File: config.mk
export PLATFORM = sky130hd
export DESIGN_NAME = fir_simetrico_param_flat
export DESIGN_NICKNAME = d
export VERILOG_FILES = /design/src/rtl/fir_pkg.sv /design/src/rtl/fir_simetrico_param_if.sv /design/src/rtl/mac_simetrico.sv /design/src/rtl/fir_simetrico_param.sv /design/src/flat_wrapper.sv
export SDC_FILE = /design/constraint.sdc
export NUM_CORES = 2
export LEC_CHECK = 0
export BUFFER_PORTS_ARGS = -buffer_cell sky130_fd_sc_hd__buf_2
export CAP_MARGIN = 10
export CORE_ASPECT_RATIO = 0.5
export CORE_MARGIN = 1
export CORE_UTILIZATION = 40
export CTS_CLUSTER_SIZE = 16
export DETAILED_ROUTE_END_ITERATION = 10
export PLACE_DENSITY = 0.59
export SYNTH_ARGS = -nofsm -noshare
export SYNTH_HDL_FRONTEND = slang
export SYNTH_SLANG_ARGS = --single-unit
File: constraint.sdc
create_clock -name clk -period 13.8 [get_ports clk]
set_input_delay 1.38 -clock clk [delete_from_list [all_inputs] [get_ports clk]]
set_output_delay 1.38 -clock clk [all_outputs]
set_load 0.01 [all_outputs]
File: src/rtl/fir_pkg.sv
`default_nettype none
// ============================================================================
// Module      : fir_pkg
// Description : Shared types, width formulas and saturation helper for the
//               folded symmetric FIR.
// Revision    : 1.0 - initial parametrised release
// ============================================================================
package fir_pkg;

  localparam int c_SAT_W = 128;

  typedef enum logic [1:0] {
    ST_IDLE = 2'd0,
    ST_ACUM = 2'd1,
    ST_OUT  = 2'd2
  } fir_state_t;

  function automatic int clog2(input int value);
    int r;
    r = 0;
    for (int i = 0; i < 31; i++) begin
      if ((1 << i) < value) r = i + 1;
    end
    return r;
  endfunction

  // Number of distinct coefficients in a symmetric filter of n taps.
  function automatic int calc_m(input int n);
    return (n + 1) / 2;
  endfunction

  function automatic int calc_acc_w(input int data_w, input int coef_w, input int n);
    return data_w + 1 + coef_w + clog2(calc_m(n));
  endfunction

  // Clamp v to the signed range of a w-bit number.
  function automatic logic signed [c_SAT_W-1:0] saturate(
    input logic signed [c_SAT_W-1:0] v,
    input int                        w
  );
    logic signed [c_SAT_W-1:0] hi;
    logic signed [c_SAT_W-1:0] lo;
    hi = (128'sd1 <<< (w - 1)) - 128'sd1;
    lo = -hi - 128'sd1;
    if (v > hi) return hi;
    if (v < lo) return lo;
    return v;
  endfunction

endpackage
`default_nettype wire

File: src/rtl/fir_simetrico_param_if.sv
`default_nettype none
// ============================================================================
// Module      : fir_simetrico_param_if
// Description : Sample-in / sample-out handshake bundle of the FIR.
// Revision    : 1.0 - initial parametrised release
// ============================================================================
interface fir_simetrico_param_if #(
  parameter int DATA_W = 20
);
  logic                     in_valid;
  logic                     in_ready;
  logic signed [DATA_W-1:0] in_data;
  logic                     out_valid;
  logic signed [DATA_W-1:0] out_data;
  logic                     out_sat;

  modport master (
    output in_valid, in_data,
    input  in_ready, out_valid, out_data, out_sat
  );

  modport slave (
    input  in_valid, in_data,
    output in_ready, out_valid, out_data, out_sat
  );
endinterface
`default_nettype wire

File: src/rtl/mac_simetrico.sv
`default_nettype none
// ============================================================================
// Module      : mac_simetrico
// Description : Pre-adder, signed multiplier and clearable accumulator.
// Revision    : 1.0 - initial parametrised release
// ============================================================================
module mac_simetrico #(
  parameter int DATA_W = 20,
  parameter int COEF_W = 16,
  parameter int ACC_W  = 40
) (
  input  wire logic                     clk,
  input  wire logic                     reset,
  input  wire logic                     clr,
  input  wire logic                     en,
  input  wire logic                     single,
  input  wire logic signed [DATA_W-1:0] x_a,
  input  wire logic signed [DATA_W-1:0] x_b,
  input  wire logic signed [COEF_W-1:0] coef,
  output logic signed [ACC_W-1:0]       acc
);
  localparam int c_PROD_W = DATA_W + 1 + COEF_W;

  logic signed [DATA_W:0]     w_a;
  logic signed [DATA_W:0]     w_b;
  logic signed [DATA_W:0]     w_pre;
  logic signed [c_PROD_W-1:0] w_pre_x;
  logic signed [c_PROD_W-1:0] w_coef_x;
  logic signed [c_PROD_W-1:0] w_prod;
  logic signed [ACC_W-1:0]    r_acc;

  // The middle tap of an odd-length filter has no mirror partner.
  always_comb begin
    w_a      = {x_a[DATA_W-1], x_a};
    w_b      = {x_b[DATA_W-1], x_b};
    w_pre    = single ? w_a : (w_a + w_b);
    w_pre_x  = c_PROD_W'(w_pre);
    w_coef_x = c_PROD_W'(coef);
    w_prod   = w_pre_x * w_coef_x;
  end

  always_ff @(posedge clk or negedge reset) begin
    if (!reset) begin
      r_acc <= '0;
    end else if (clr) begin
      r_acc <= '0;
    end else if (en) begin
      r_acc <= r_acc + ACC_W'(w_prod);
    end
  end

  assign acc = r_acc;
endmodule
`default_nettype wire

File: src/rtl/fir_simetrico_param.sv
`default_nettype none
// ============================================================================
// Module      : fir_simetrico_param
// Description : Folded symmetric FIR with handshake, writable coefficients,
//               rounding, saturation and latency-matched bypass.
// Revision    : 1.0 - initial parametrised release
// ============================================================================
module fir_simetrico_param
  import fir_pkg::*;
#(
  parameter int DATA_W    = 20,
  parameter int COEF_W    = 16,
  parameter int N_TAPS    = 16,
  parameter int OUT_SHIFT = 15,
  localparam int c_M      = calc_m(N_TAPS),
  localparam int c_ADDR_W = (c_M > 1) ? clog2(c_M) : 1
) (
  input  wire logic                     clk,
  input  wire logic                     reset,
  fir_simetrico_param_if.slave          bus,
  input  wire logic                     bypass,
  input  wire logic                     coef_we,
  input  wire logic [c_ADDR_W-1:0]      coef_addr,
  input  wire logic signed [COEF_W-1:0] coef_data,
  output logic                          busy
);
  localparam int c_ACC_W  = calc_acc_w(DATA_W, COEF_W, N_TAPS);
  localparam int c_XIDX_W = clog2(N_TAPS);

  fir_state_t                r_state;
  logic signed [DATA_W-1:0]  r_x [N_TAPS];
  logic signed [COEF_W-1:0]  r_h [c_M];
  logic [c_ADDR_W-1:0]       r_k;
  logic                      r_bypass;
  logic signed [DATA_W-1:0]  r_out_data;
  logic                      r_out_valid;
  logic                      r_out_sat;

  logic                      w_accept;
  logic                      w_single;
  logic [c_XIDX_W-1:0]       w_ia;
  logic [c_XIDX_W-1:0]       w_ib;
  logic signed [c_ACC_W-1:0] w_acc;
  logic signed [c_ACC_W:0]   w_acc_x;
  logic signed [c_ACC_W:0]   w_round;
  logic signed [c_SAT_W-1:0] w_wide;
  logic signed [c_SAT_W-1:0] w_sat;
  logic                      w_clip;

  assign bus.in_ready = (r_state == ST_IDLE) && !coef_we;
  assign w_accept     = bus.in_valid && bus.in_ready;
  assign busy         = (r_state != ST_IDLE);

  assign w_ia     = c_XIDX_W'(r_k);
  assign w_ib     = c_XIDX_W'(N_TAPS - 1) - w_ia;
  assign w_single = ((N_TAPS % 2) == 1) && (int'(r_k) == c_M - 1);

  mac_simetrico #(
    .DATA_W (DATA_W),
    .COEF_W (COEF_W),
    .ACC_W  (c_ACC_W)
  ) u_mac (
    .clk    (clk),
    .reset  (reset),
    .clr    (w_accept),
    .en     (r_state == ST_ACUM),
    .single (w_single),
    .x_a    (r_x[w_ia]),
    .x_b    (r_x[w_ib]),
    .coef   (r_h[r_k]),
    .acc    (w_acc)
  );

  // One guard bit keeps the rounding offset from wrapping the accumulator.
  assign w_acc_x = {w_acc[c_ACC_W-1], w_acc};

  generate
    if (OUT_SHIFT > 0) begin : g_round
      localparam logic signed [c_ACC_W:0] c_HALF = (c_ACC_W + 1)'(1) <<< (OUT_SHIFT - 1);
      assign w_round = (w_acc_x + c_HALF) >>> OUT_SHIFT;
    end else begin : g_no_round
      assign w_round = w_acc_x;
    end
  endgenerate

  assign w_wide = c_SAT_W'(w_round);
  assign w_sat  = saturate(w_wide, DATA_W);
  assign w_clip = (w_sat != w_wide);

  always_ff @(posedge clk or negedge reset) begin
    if (!reset) begin
      r_state     <= ST_IDLE;
      r_k         <= '0;
      r_bypass    <= 1'b0;
      r_out_data  <= '0;
      r_out_valid <= 1'b0;
      r_out_sat   <= 1'b0;
      for (int i = 0; i < N_TAPS; i++) r_x[i] <= '0;
      for (int i = 0; i < c_M; i++) r_h[i] <= '0;
    end else begin
      r_out_valid <= 1'b0;
      case (r_state)
        ST_IDLE: begin
          if (coef_we && (int'(coef_addr) < c_M)) r_h[coef_addr] <= coef_data;
          if (w_accept) begin
            r_x[0] <= bus.in_data;
            for (int i = 1; i < N_TAPS; i++) r_x[i] <= r_x[i-1];
            r_bypass <= bypass;
            r_k      <= '0;
            r_state  <= ST_ACUM;
          end
        end
        ST_ACUM: begin
          if (int'(r_k) == c_M - 1) r_state <= ST_OUT;
          else                      r_k     <= r_k + c_ADDR_W'(1);
        end
        ST_OUT: begin
          r_state     <= ST_IDLE;
          r_out_valid <= 1'b1;
          if (r_bypass) begin
            r_out_data <= r_x[0];
            r_out_sat  <= 1'b0;
          end else begin
            r_out_data <= DATA_W'(w_sat);
            r_out_sat  <= w_clip;
          end
        end
        default: r_state <= ST_IDLE;
      endcase
    end
  end

  assign bus.out_data  = r_out_data;
  assign bus.out_valid = r_out_valid;
  assign bus.out_sat   = r_out_sat;
endmodule
`default_nettype wire

File: src/flat_wrapper.sv
// flat-port wrapper written by rule: the top's interface ports become plain ports
module fir_simetrico_param_flat import fir_pkg::*;
#(
  parameter int DATA_W    = 20,
  parameter int COEF_W    = 16,
  parameter int N_TAPS    = 16,
  parameter int OUT_SHIFT = 15,
  localparam int c_M      = calc_m(N_TAPS),
  localparam int c_ADDR_W = (c_M > 1) ? clog2(c_M) : 1
)
  (clk, reset, bypass, coef_we, coef_addr, coef_data, busy, bus_in_valid, bus_in_data, bus_in_ready, bus_out_valid, bus_out_data, bus_out_sat);
  fir_simetrico_param_if #(.DATA_W(DATA_W)) bus_i ();
  input  wire logic clk;
  input  wire logic reset;
  input  wire logic bypass;
  input  wire logic coef_we;
  input  wire logic [c_ADDR_W-1:0] coef_addr;
  input  wire logic signed [COEF_W-1:0] coef_data;
  output logic busy;
  input wire logic [$bits(bus_i.in_valid)-1:0] bus_in_valid;
  input wire logic [$bits(bus_i.in_data)-1:0] bus_in_data;
  output wire logic [$bits(bus_i.in_ready)-1:0] bus_in_ready;
  output wire logic [$bits(bus_i.out_valid)-1:0] bus_out_valid;
  output wire logic [$bits(bus_i.out_data)-1:0] bus_out_data;
  output wire logic [$bits(bus_i.out_sat)-1:0] bus_out_sat;
  assign bus_i.in_valid = bus_in_valid;
  assign bus_i.in_data = bus_in_data;
  assign bus_in_ready = bus_i.in_ready;
  assign bus_out_valid = bus_i.out_valid;
  assign bus_out_data = bus_i.out_data;
  assign bus_out_sat = bus_i.out_sat;
  fir_simetrico_param #(.DATA_W(DATA_W), .COEF_W(COEF_W), .N_TAPS(N_TAPS), .OUT_SHIFT(OUT_SHIFT)) u_core (.clk(clk), .reset(reset), .bus(bus_i), .bypass(bypass), .coef_we(coef_we), .coef_addr(coef_addr), .coef_data(coef_data), .busy(busy));
endmodule
==> run metrics <==
status=completed; Synth Cell Area=38600 um^2; worst setup path category=reg2reg; detailed-route wire length=100000 um; # setup viols final=0; Slew @ Worst Pin=1.14 ns; clk slew on worst S/H paths=0.07 ns; xor and xnor area share after synthesis=2.26%; # port buffers=67; Top delay family on crit path=adder cells; Hold Fails Final Rpt=0; CTS Buf Count=50; antenna violations before repair=0; ANT nets after route=0; met1 WL=47600 um; Worst EP arrival=11.12 ns; mux contribution to synthesized area=about an eighth; count of cell types in the netlist=71; Post-synth EDFFs=0; Fin Setup TNS=0 ns; FILL cells=9187; # DRC=0; worst path required time=14.25 ns; Synth async-reset ratio=100%; register bit total from synthesis=516; Synth area leader=dfrtp_1; vias=27200; FF+latch area=12900 um^2; DIE HEIGHT=between 200 and 250 um; area delta synth->final=8.85%; CTS Hold Bufs=0; die area=97900 um^2; type of the worst min-delay path=reg2reg; met2 routed WL=45700 um; Detailed Place HPWL=~74000 um; Crit Path Max Fanout=48; Layout Cells excl Fill=5253; post-synthesis simple-gate area fraction=15.6%; DP Cell Count=5161; synth top area cells=dfrtp_1 (33%), fa_1 (20%), nand2_1 (11%); core area=95500 um^2; CTS tree=done; largest net degree at the start of global routing=246; footprint of the multi-input gates=23000 um^2; crit end category=register; CP Launch Type=register; routability congestion estimate=~0.9; Post-Synthesis Cells=3949; Worst Hold Slack=0.468 ns; f_max=roughly 94 MHz; routed len/inst=approximately 19 um; Seq/Total Area, Yosys=33.4%; top cell type's share of synthesized area=roughly a third; clock tree buffer depth=3; Critical Path Max Stage Delay=0.83 ns; first-pass GRT wire length=roughly 160000 um; fin crit share=77.3%; starting density of the core=roughly two fifths; largest family of logic cells by synthesized area=adder cells; clock root cell=clkbuf_16; Core Rows=80; I/O pin count=68; Post-CTS Setup Inserts=0; total track usage=21.0%; Worst slew margin=between 20% and 30%; crit path buf inv count=4; cts repair resizes=0; Detailed Route Iter0 Violations=2162; CP max stage cell=a2111oi_0; RSZ-0062 raised after global routing=no; Clk Latency, worst-skew pair=between 0.6 and 0.7 ns; DR pass1 iterations=5; syn_nets=roughly 4500; gr ovfl total=0; Synth Flop Type=dfrtp_1; skew final=0.0498 ns; top layer in use=met4; WL met3=around 5000 um; Die X=~440 um; Synth Area in Adders=approximately 24%; Crit path top cell by count=fa_1; share of layout cells above drive strength 1=between 10% and 20%; Core Util, Final=44.1%; Max-cap violations=0; Layout Nets=4510; Yosys Warn Count=0; clock net sink count=516; vias per cell=5.17; H-tree depth=2; post-synthesis compound-gate area fraction=5.06%; fin crit period=~11 ns; Synth Area per Inst=9.79 um^2; vias in the first global route=27900; Slew Viols, Final=0
final timing paths:
path / slack, ns / cells past startpoint / end / from
worst max-delay path: 3.13 / 30 / u_core.u_mac.acc[32] / u_core.r_k[0]
worst min-delay path: 0.47 / 2 / u_core.r_x[147] / u_core.r_x[167]
worst max register to register: 3.13 / 30 / u_core.u_mac.acc[32] / u_core.r_k[0]
worst min register to register: 0.47 / 2 / u_core.r_x[147] / u_core.r_x[167]
max in group asynchronous: 10.05 / 4 / u_core.r_k[0] / reset
min in group asynchronous: 0.83 / 1 / u_core.r_h[24] / reset
stage by stage:
step / instance area, um^2 / setup slack, ns
3_3_place_gp: 40300 / 3.29
3_5_place_dp: 40300 / 3.14
4_1_cts: 42100 / 3.08
2_1_floorplan: 38600 / 4.04
6_report: 42100 / 3.13
5_1_grt: 42100 / 2.38
cell families after synthesis:
kind of cell,count (synthesis)
AND/OR/NAND/NOR,1476
buffers and inverters,722
adder cells (fa/ha/maj),524
flip-flops,516
multiplexers,307
AO/OA/AOI/OAI,306
XOR/XNOR,98
state kept, by name, summed over array words and instances (netlist names):
name / flops
u_core.r_x: 320
u_core.u_mac.acc: 40
u_core.bus.out_data: 20
u_core.bus.out_valid: 1
u_core.r_bypass: 1
u_core.r_state: 2
u_core.r_h: 128
u_core.bus.out_sat: 1
u_core.r_k: 3
per-layer routing:
metal / track usage (%) / vias up
met5: 0 / -
met1: 31.6 / 14000
met2: 32.3 / 574
li1: - / 12500
met4: 4.57 / 0
met3: 2.68 / 111
synth_stat cells, types with 10 or more instances:
library cell	number
mux4_2	112
a21oi_1	70
ha_1	144
clkbuf_1	149
nor4_1	13
o21ai_0	86
dfrtp_1	516
xor2_1	38
buf_2	26
o21ai_1	21
mux2_2	179
a22o_1	21
nor2_1	186
and3_1	18
o31ai_1	13
fa_1	380
and2_1	22
nor2b_1	16
nor3_1	11
o21a_1	10
mux2i_1	16
xnor2_1	59
nand2_1	1090
nand3_1	55
a21o_1	22
inv_1	535
nand2b_1	30
final cells by class:
cell class	count	share of cell area [%]
multi-input cells	2711	54.7
flip-flops and latches	516	30.7
inverters	535	4.77
well taps	1271	3.78
clock buffers	66	3.36
repair buffers	128	1.94
clock inverters	25	0.761
diodes	1	0.00595
layout by cell type, fill, tap and decap left out, drive strengths merged, types with 7 or more instances in the layout:
master	netlist	final
a21o	22	22
a21oi	73	73
a22o	21	21
and2	22	22
and3	18	18
buf	37	128
clkbuf	150	66
clkinv	0	15
dfrtp	516	516
fa	380	380
ha	144	144
inv	535	538
mux2	179	179
mux2i	16	16
mux4	112	112
nand2	1090	1090
nand2b	30	30
nand3	56	56
nand4	10	10
nor2	186	186
nor2b	16	16
nor3	13	13
nor4	15	15
o21a	10	10
o21ai	107	107
o21bai	7	7
o31ai	14	14
xnor2	59	59
xor2	38	38
worst min-delay path, cell delays in order (launching register included):
cell and delay (ns):
dfrtp_1 0.36, nand2_1 0.05, nand2_1 0.05
Power is left out: the tool's default activity adds up to more than one toggle a clock period on the data nets, which glitch-free logic cannot reach.
